**src/rtl/gray_key_lookup.sv**
```systemverilog
// gray_key_lookup: small key table with a two-stage lookup pipeline.
// Stage 1 captures which valid entries match the lookup key. Stage 2 picks the
// lowest matching index and converts it to a Gray or binary result code.
// Both stages use valid/ready flow control and can hold two results while the
// consumer stalls.
module gray_key_lookup #(
  parameter int NR_KEY     = 4,
  parameter int KEY_WIDTH  = 4,
  parameter int DATA_WIDTH = 2,
  parameter int GRAY_MODE  = 1
) (
  input  logic                        clk,
  input  logic                        rst,
  input  logic                        wr_en,
  input  logic [$clog2(NR_KEY)-1:0]   wr_idx,
  input  logic [KEY_WIDTH-1:0]        wr_key,
  input  logic                        wr_vld,
  input  logic                        in_valid,
  output logic                        in_ready,
  input  logic [KEY_WIDTH-1:0]        sel,
  output logic                        out_valid,
  input  logic                        out_ready,
  output logic [DATA_WIDTH-1:0]       out,
  output logic                        hit
);

  localparam int IDX_W = $clog2(NR_KEY);

  logic [NR_KEY-1:0]     entryVld_q, entryVld_d;
  logic [KEY_WIDTH-1:0]  entryKey_q [NR_KEY];
  logic [KEY_WIDTH-1:0]  entryKey_d [NR_KEY];

  logic                  s1Vld_q, s1Vld_d;
  logic [NR_KEY-1:0]     s1Match_q, s1Match_d;

  logic                  s2Vld_q, s2Vld_d;
  logic                  s2Hit_q, s2Hit_d;
  logic [DATA_WIDTH-1:0] s2Code_q, s2Code_d;

  logic [NR_KEY-1:0]     matchVec;
  logic                  encHit;
  logic [IDX_W-1:0]      encIdx;
  logic [DATA_WIDTH-1:0] encCode;
  logic                  s1Adv;
  logic                  s2Adv;

  // Stage 2 can take new data when it is empty or its result leaves this
  // cycle; stage 1 likewise when empty or moving into stage 2.
  assign s2Adv     = !s2Vld_q || out_ready;
  assign s1Adv     = !s1Vld_q || s2Adv;
  assign in_ready  = !rst && s1Adv;
  assign out_valid = s2Vld_q;
  assign out       = s2Code_q;
  assign hit       = s2Hit_q;

  // Table update: out-of-range indices leave the table untouched.
  always_comb begin
    entryVld_d = entryVld_q;
    entryKey_d = entryKey_q;
    if (wr_en && (int'(wr_idx) < NR_KEY)) begin
      entryVld_d[wr_idx] = wr_vld;
      entryKey_d[wr_idx] = wr_key;
    end
  end

  // Per-entry compare uses the registered table, so a same-cycle write is not seen.
  always_comb begin
    matchVec = '0;
    for (int i = 0; i < NR_KEY; i++) begin
      matchVec[i] = entryVld_q[i] && (entryKey_q[i] == sel);
    end
  end

  // Lowest-index priority encode of the stage-1 match vector plus code conversion.
  always_comb begin
    encHit = 1'b0;
    encIdx = '0;
    for (int i = NR_KEY - 1; i >= 0; i--) begin
      if (s1Match_q[i]) begin
        encHit = 1'b1;
        encIdx = IDX_W'(i);
      end
    end
    if (GRAY_MODE != 0) begin
      encCode = DATA_WIDTH'(encIdx ^ (encIdx >> 1));
    end else begin
      encCode = DATA_WIDTH'(encIdx);
    end
  end

  // Pipeline next state: each stage loads only when it is allowed to advance.
  always_comb begin
    s1Vld_d   = s1Vld_q;
    s1Match_d = s1Match_q;
    s2Vld_d   = s2Vld_q;
    s2Hit_d   = s2Hit_q;
    s2Code_d  = s2Code_q;
    if (s2Adv) begin
      s2Vld_d = s1Vld_q;
      if (s1Vld_q) begin
        s2Hit_d  = encHit;
        s2Code_d = encCode;
      end
    end
    if (s1Adv) begin
      s1Vld_d = in_valid;
      if (in_valid) begin
        s1Match_d = matchVec;
      end
    end
  end

  // Valid bits and pipeline registers; reset empties the table and drops in-flight lookups.
  always_ff @(posedge clk) begin
    if (rst) begin
      entryVld_q <= '0;
      s1Vld_q    <= 1'b0;
      s1Match_q  <= '0;
      s2Vld_q    <= 1'b0;
      s2Hit_q    <= 1'b0;
      s2Code_q   <= '0;
    end else begin
      entryVld_q <= entryVld_d;
      s1Vld_q    <= s1Vld_d;
      s1Match_q  <= s1Match_d;
      s2Vld_q    <= s2Vld_d;
      s2Hit_q    <= s2Hit_d;
      s2Code_q   <= s2Code_d;
    end
  end

  // Stored keys need no reset since an entry is only meaningful with its valid bit set.
  always_ff @(posedge clk) begin
    entryKey_q <= entryKey_d;
  end

endmodule

```
**config.mk**
```make
export PLATFORM = sky130hd
export DESIGN_NAME = gray_key_lookup
export DESIGN_NICKNAME = d
export VERILOG_FILES = /design/src/rtl/gray_key_lookup.sv
export SDC_FILE = /design/constraint.sdc
export NUM_CORES = 1
export LEC_CHECK = 0
export CORE_MARGIN = 1
export CORE_UTILIZATION = 40
export DETAILED_ROUTE_END_ITERATION = 8
export DONT_BUFFER_PORTS = 1
export PLACE_DENSITY_LB_ADDON = 0.08
export SLEW_MARGIN = 20
export SYNTH_ARGS = -nofsm -noshare
export SYNTH_HDL_FRONTEND = slang
export SYNTH_SLANG_ARGS = --single-unit
```
**constraint.sdc**
```tcl
create_clock -name clk -period 3 [get_ports clk]
set_input_delay 0.3 -clock clk [delete_from_list [all_inputs] [get_ports clk]]
set_output_delay 0.3 -clock clk [all_outputs]
set_load 0.02 [all_outputs]
```
==> impl_summary.txt <==
----------------------------------------------------
[Synth]
  Register bit total from synthesis ... 29
  Xor and xnor fraction of the mapped netlist area ... 8.97%
  Synth cell types ... 31
  Count of flip-flops with a built-in enable after synthesis ... 16
  Post-synth design cell area ... 1270 sq um
  Synthesized-area fraction occupied by and/or/nand/nor cells ... 17.3%
  Synth Flop Type ... edfxtp_1
  Average cell area after synthesis ... 11.9 sq um
  Net count of the mapped netlist ... 123
  Proportion of synthesized chip area in sequential cells ... 58.4%
  Fraction of the mapped netlist area in compound gates ... 10.7%
  Async SR Flop Fraction ... 0%
  Share of cell area taken by muxes after synthesis ... 2.37%
  Largest family of logic cells by synthesized area ... simple AND/OR/NAND/NOR gates
  Count of synthesis-stage warnings from yosys ... 0
  Synthesized instance count ... 107
  Adder and majority cell fraction of the synthesized area ... 0%

[Setup path]
  Buffers plus inverters on the worst setup path ... 0
  Critical Setup Path Class ... flip-flop to primary output
  Cell type group with the largest total delay on the critical path ... simple AND/OR/NAND/NOR gates
  Startpoint type of the worst setup path ... flip-flop
  Reg2Reg Launch Point ... out_valid
  Required time of the worst setup path ... 2.70 ns
  Slowest cell on crit path ... dfxtp_1
  Crit Reg-Reg Endpoint ... out[0]
  Critical path arrival ... 1.29 ns
  Cells along the critical path ... and3b_2 -> nor2_1
  Critical path fanouts, max ... 5
  Delay of the slowest cell on the worst path ... 0.40 ns
  Setup slack of the most critical reg-to-reg path ... 1.70 ns
  Register-to-Register Path Depth ... 3
  Crit end category ... primary output

[STA]
  Setup_tns ... 0 ns
  Fmax ... 629 MHz
  Rel. slew slack ... 67.2%
  Min cycle time layout ... 1.59 ns
  Max-slew violation total from the final report ... 0
  Final setup vio count ... 0
  Post-layout worst setup margin ... 1.41 ns
  Setup clock skew after layout ... 0.00646 ns
  Setup repair after global routing missed its margin ... no
  Worst slew pin tran ... 0.489 ns
  Period utilisation layout ... 53.0%
  Final Hold Violating Endpoints ... 0

[Final layout]
  Area Growth Syn to Fin ... 8.09%
  Most common library cell in the layout ignoring fill and taps ... edfxtp_1
  Number of inserted diodes ... 0
  Highest-count cells in the layout ignoring fill and taps ... 16 x edfxtp_1, 13 x xor2_1, 13 x dfxtp_1
  Final standard cell utilization of the core ... 45.3%
  Number of nets in the final layout ... 127
  Number of inserted filler cells in the final layout ... 287
  Cell Count, Final, Fillers Out ... 156
  Share of post-route cells with drive strength above 1 ... 8.93%

[Global route]
  Vias in the first global route ... 752
  Total routing usage reported by global routing ... 15.5%
  Pin count of the biggest net entering global routing ... 19
  Global-route wire length before repair ... 3.57 mm
  Overflow left after global routing ... 0
  Number of antenna violations at the first check in global routing ... 0

[Clock network]
  Clock latency reported for the late side of the worst-skew pair ... 0.31 ns
  Clock tree sinks ... 29
  Number of hold buffers added after cts ... 0
  Cells resized by post-CTS repair ... 0
  Max Root-Sink Buffers ... 2
  Clock-pin slew on the worst setup and hold paths ... 0.09 ns
  Root Buffer ... clkbuf_4
  Setup Fix Bufs, Post-CTS ... 0
  Number of buffers added by the clock tree synthesis step ... 5
  H-tree Lvls ... 2
  CTS tree ... built

[Place]
  Estimated wirelength of the detail-placed design ... 1.71 mm
  Pre-CTS setup slack ... 1.73 ns
  Quantity of I/O buffers inserted on ports ... 0
  Placed Cells incl. Taps ... 148
  Final weighted congestion in routability-driven placement ... 0.761

[Route]
  First-pass iteration count of the detailed router ... 4
  Via count ... 786
  Routed wire length ... 2.26 mm
  Antenna Violating Nets Remaining ... 0
  First-iteration detailed-routing DRC count ... 27
  DR DRC count ... 0
  Average wire per standard cell ... 14.5 um
  Post-DR vias/cell ... 5.04

[Worst hold path]
  Worst hold-check path type ... primary input to flip-flop
  End of the worst hold path ... entryVld_q[0]
  Worst Hold Path Cells ... 1
  Startpoint of the lowest-slack hold path ... rst

[Die]
  Full die area ... 3400 sq um
  Placement Rows ... 20
  Io pins ... 21
  Horizontal die dimension ... 58.3 um
  Area of the core region ... 3030 sq um
  Die outline height ... 58.3 um
  Initial Util ... 41.9%

[Power]
  Sw Pwr ... 147 uW
  Pwr Density ... 521 nW/um^2
  Proportion of power drawn by combinational gates ... 5.1%
  Leakage dissipation ... 0.499 nW
  Part of the total power dissipated in sequential elements ... 62.2%
  P_int ... 568 uW
  Power Total ... 715 uW
  Sw Share ... 20.5%
  Relative contribution of the clock network to total power ... 32.7%
  Highest ir drop seen on vdd ... 0.321 mV

[Job]
  Max Cap Viol ... 0

[Outcome]
  Status ... finished, final reports clean

----------------------------------------------------
[flip-flops by register name, summed over array words and instances (netlist names)]
register and flops:
out 2, s1Vld_q 1, s1Match_q 4, entryVld_q 4
entryKey_q 16, out_valid 1, hit 1
[logic make-up (layout without fill, tap and decap cells)]
kind of cell	count (synthesis)	after routing
buffers and inverters	8	13
muxes	3	3
and+or+nand+nor	34	34
xor gates and xnor gates	13	13
AOI/OAI and AO/OA	20	20
DFF	29	29
[worst register-to-register path, stage by stage (launching register included)]
cell     delay (ns)
dfxtp_1        0.40
and2b_1        0.21
or4_1          0.46
a21oi_1        0.15
[per-stage QoR]
step / hold slack, ns / cell area, sq um
4_1_cts: 0.0317 / 1370
3_3_place_gp: 0.373 / 1310
3_5_place_dp: 0.375 / 1310
6_report: 0.0490 / 1370
2_1_floorplan: 0.399 / 1270
5_1_grt: 0.0106 / 1370
[routing by layer]
layer / global-route usage, % / share of wire, % / wire length (um) / up-vias
met1: 19.1 / 46 / 1050 / 356
met2: 22.8 / 46 / 1050 / 26
met5: 0 / 0 / 0 / -
li1: - / - / - / 400
met3: 7.47 / 6.4 / 144 / 4
met4: 7.14 / 0.93 / 21 / 0
[synth_stat cells, types with 3 or more instances]
library cell  number  area [sq um]
a21oi_1            9          45.0
a41o_1             3          30.0
clkbuf_1           3          11.3
dfxtp_1           13           260
edfxtp_1          16           480
inv_1              4          15.0
mux2i_1            3          30.0
nand2b_1           5          31.3
nor2_1             8          30.0
nor3_1             4          20.0
nor3b_1            3          22.5
o21ai_0            3          15.0
xor2_1            13           114
[worst max path at each step]
stage | start | end | slack, ns | depth (start not counted)
detailed placement | out_valid | out[0] | 1.73 | 3
finish | out_valid | in_ready | 1.41 | 2
CTS | out_valid | in_ready | 1.38 | 2
floorplan | rst | in_ready | 1.74 | 3
global placement | out_valid | out[0] | 1.74 | 3
global route | out_valid | in_ready | 1.34 | 2
[power by group through the flow]
stage          sequential [mW]  combinational (mW)  clock (mW)
2_1_floorplan            0.452              0.0345           0
3_3_place_gp             0.453              0.0372           0
3_5_place_dp             0.454              0.0373           0
4_1_cts                  0.445              0.0375       0.245
5_1_grt                  0.446              0.0413       0.264
6_report                 0.445              0.0367       0.234
[layout make-up]
| cell class | instances | area (sq um) | share of cell area [%] |
|---|---|---|---|
| Multi-Input combinational cell | 70 | 498 | 36.3 |
| Clock buffer | 8 | 58.8 | 4.29 |
| Inverter | 5 | 18.8 | 1.37 |
| Tap cell | 44 | 55.1 | 4.01 |
| Sequential cell | 29 | 741 | 54.0 |
Power figures use the tool's default switching activity.
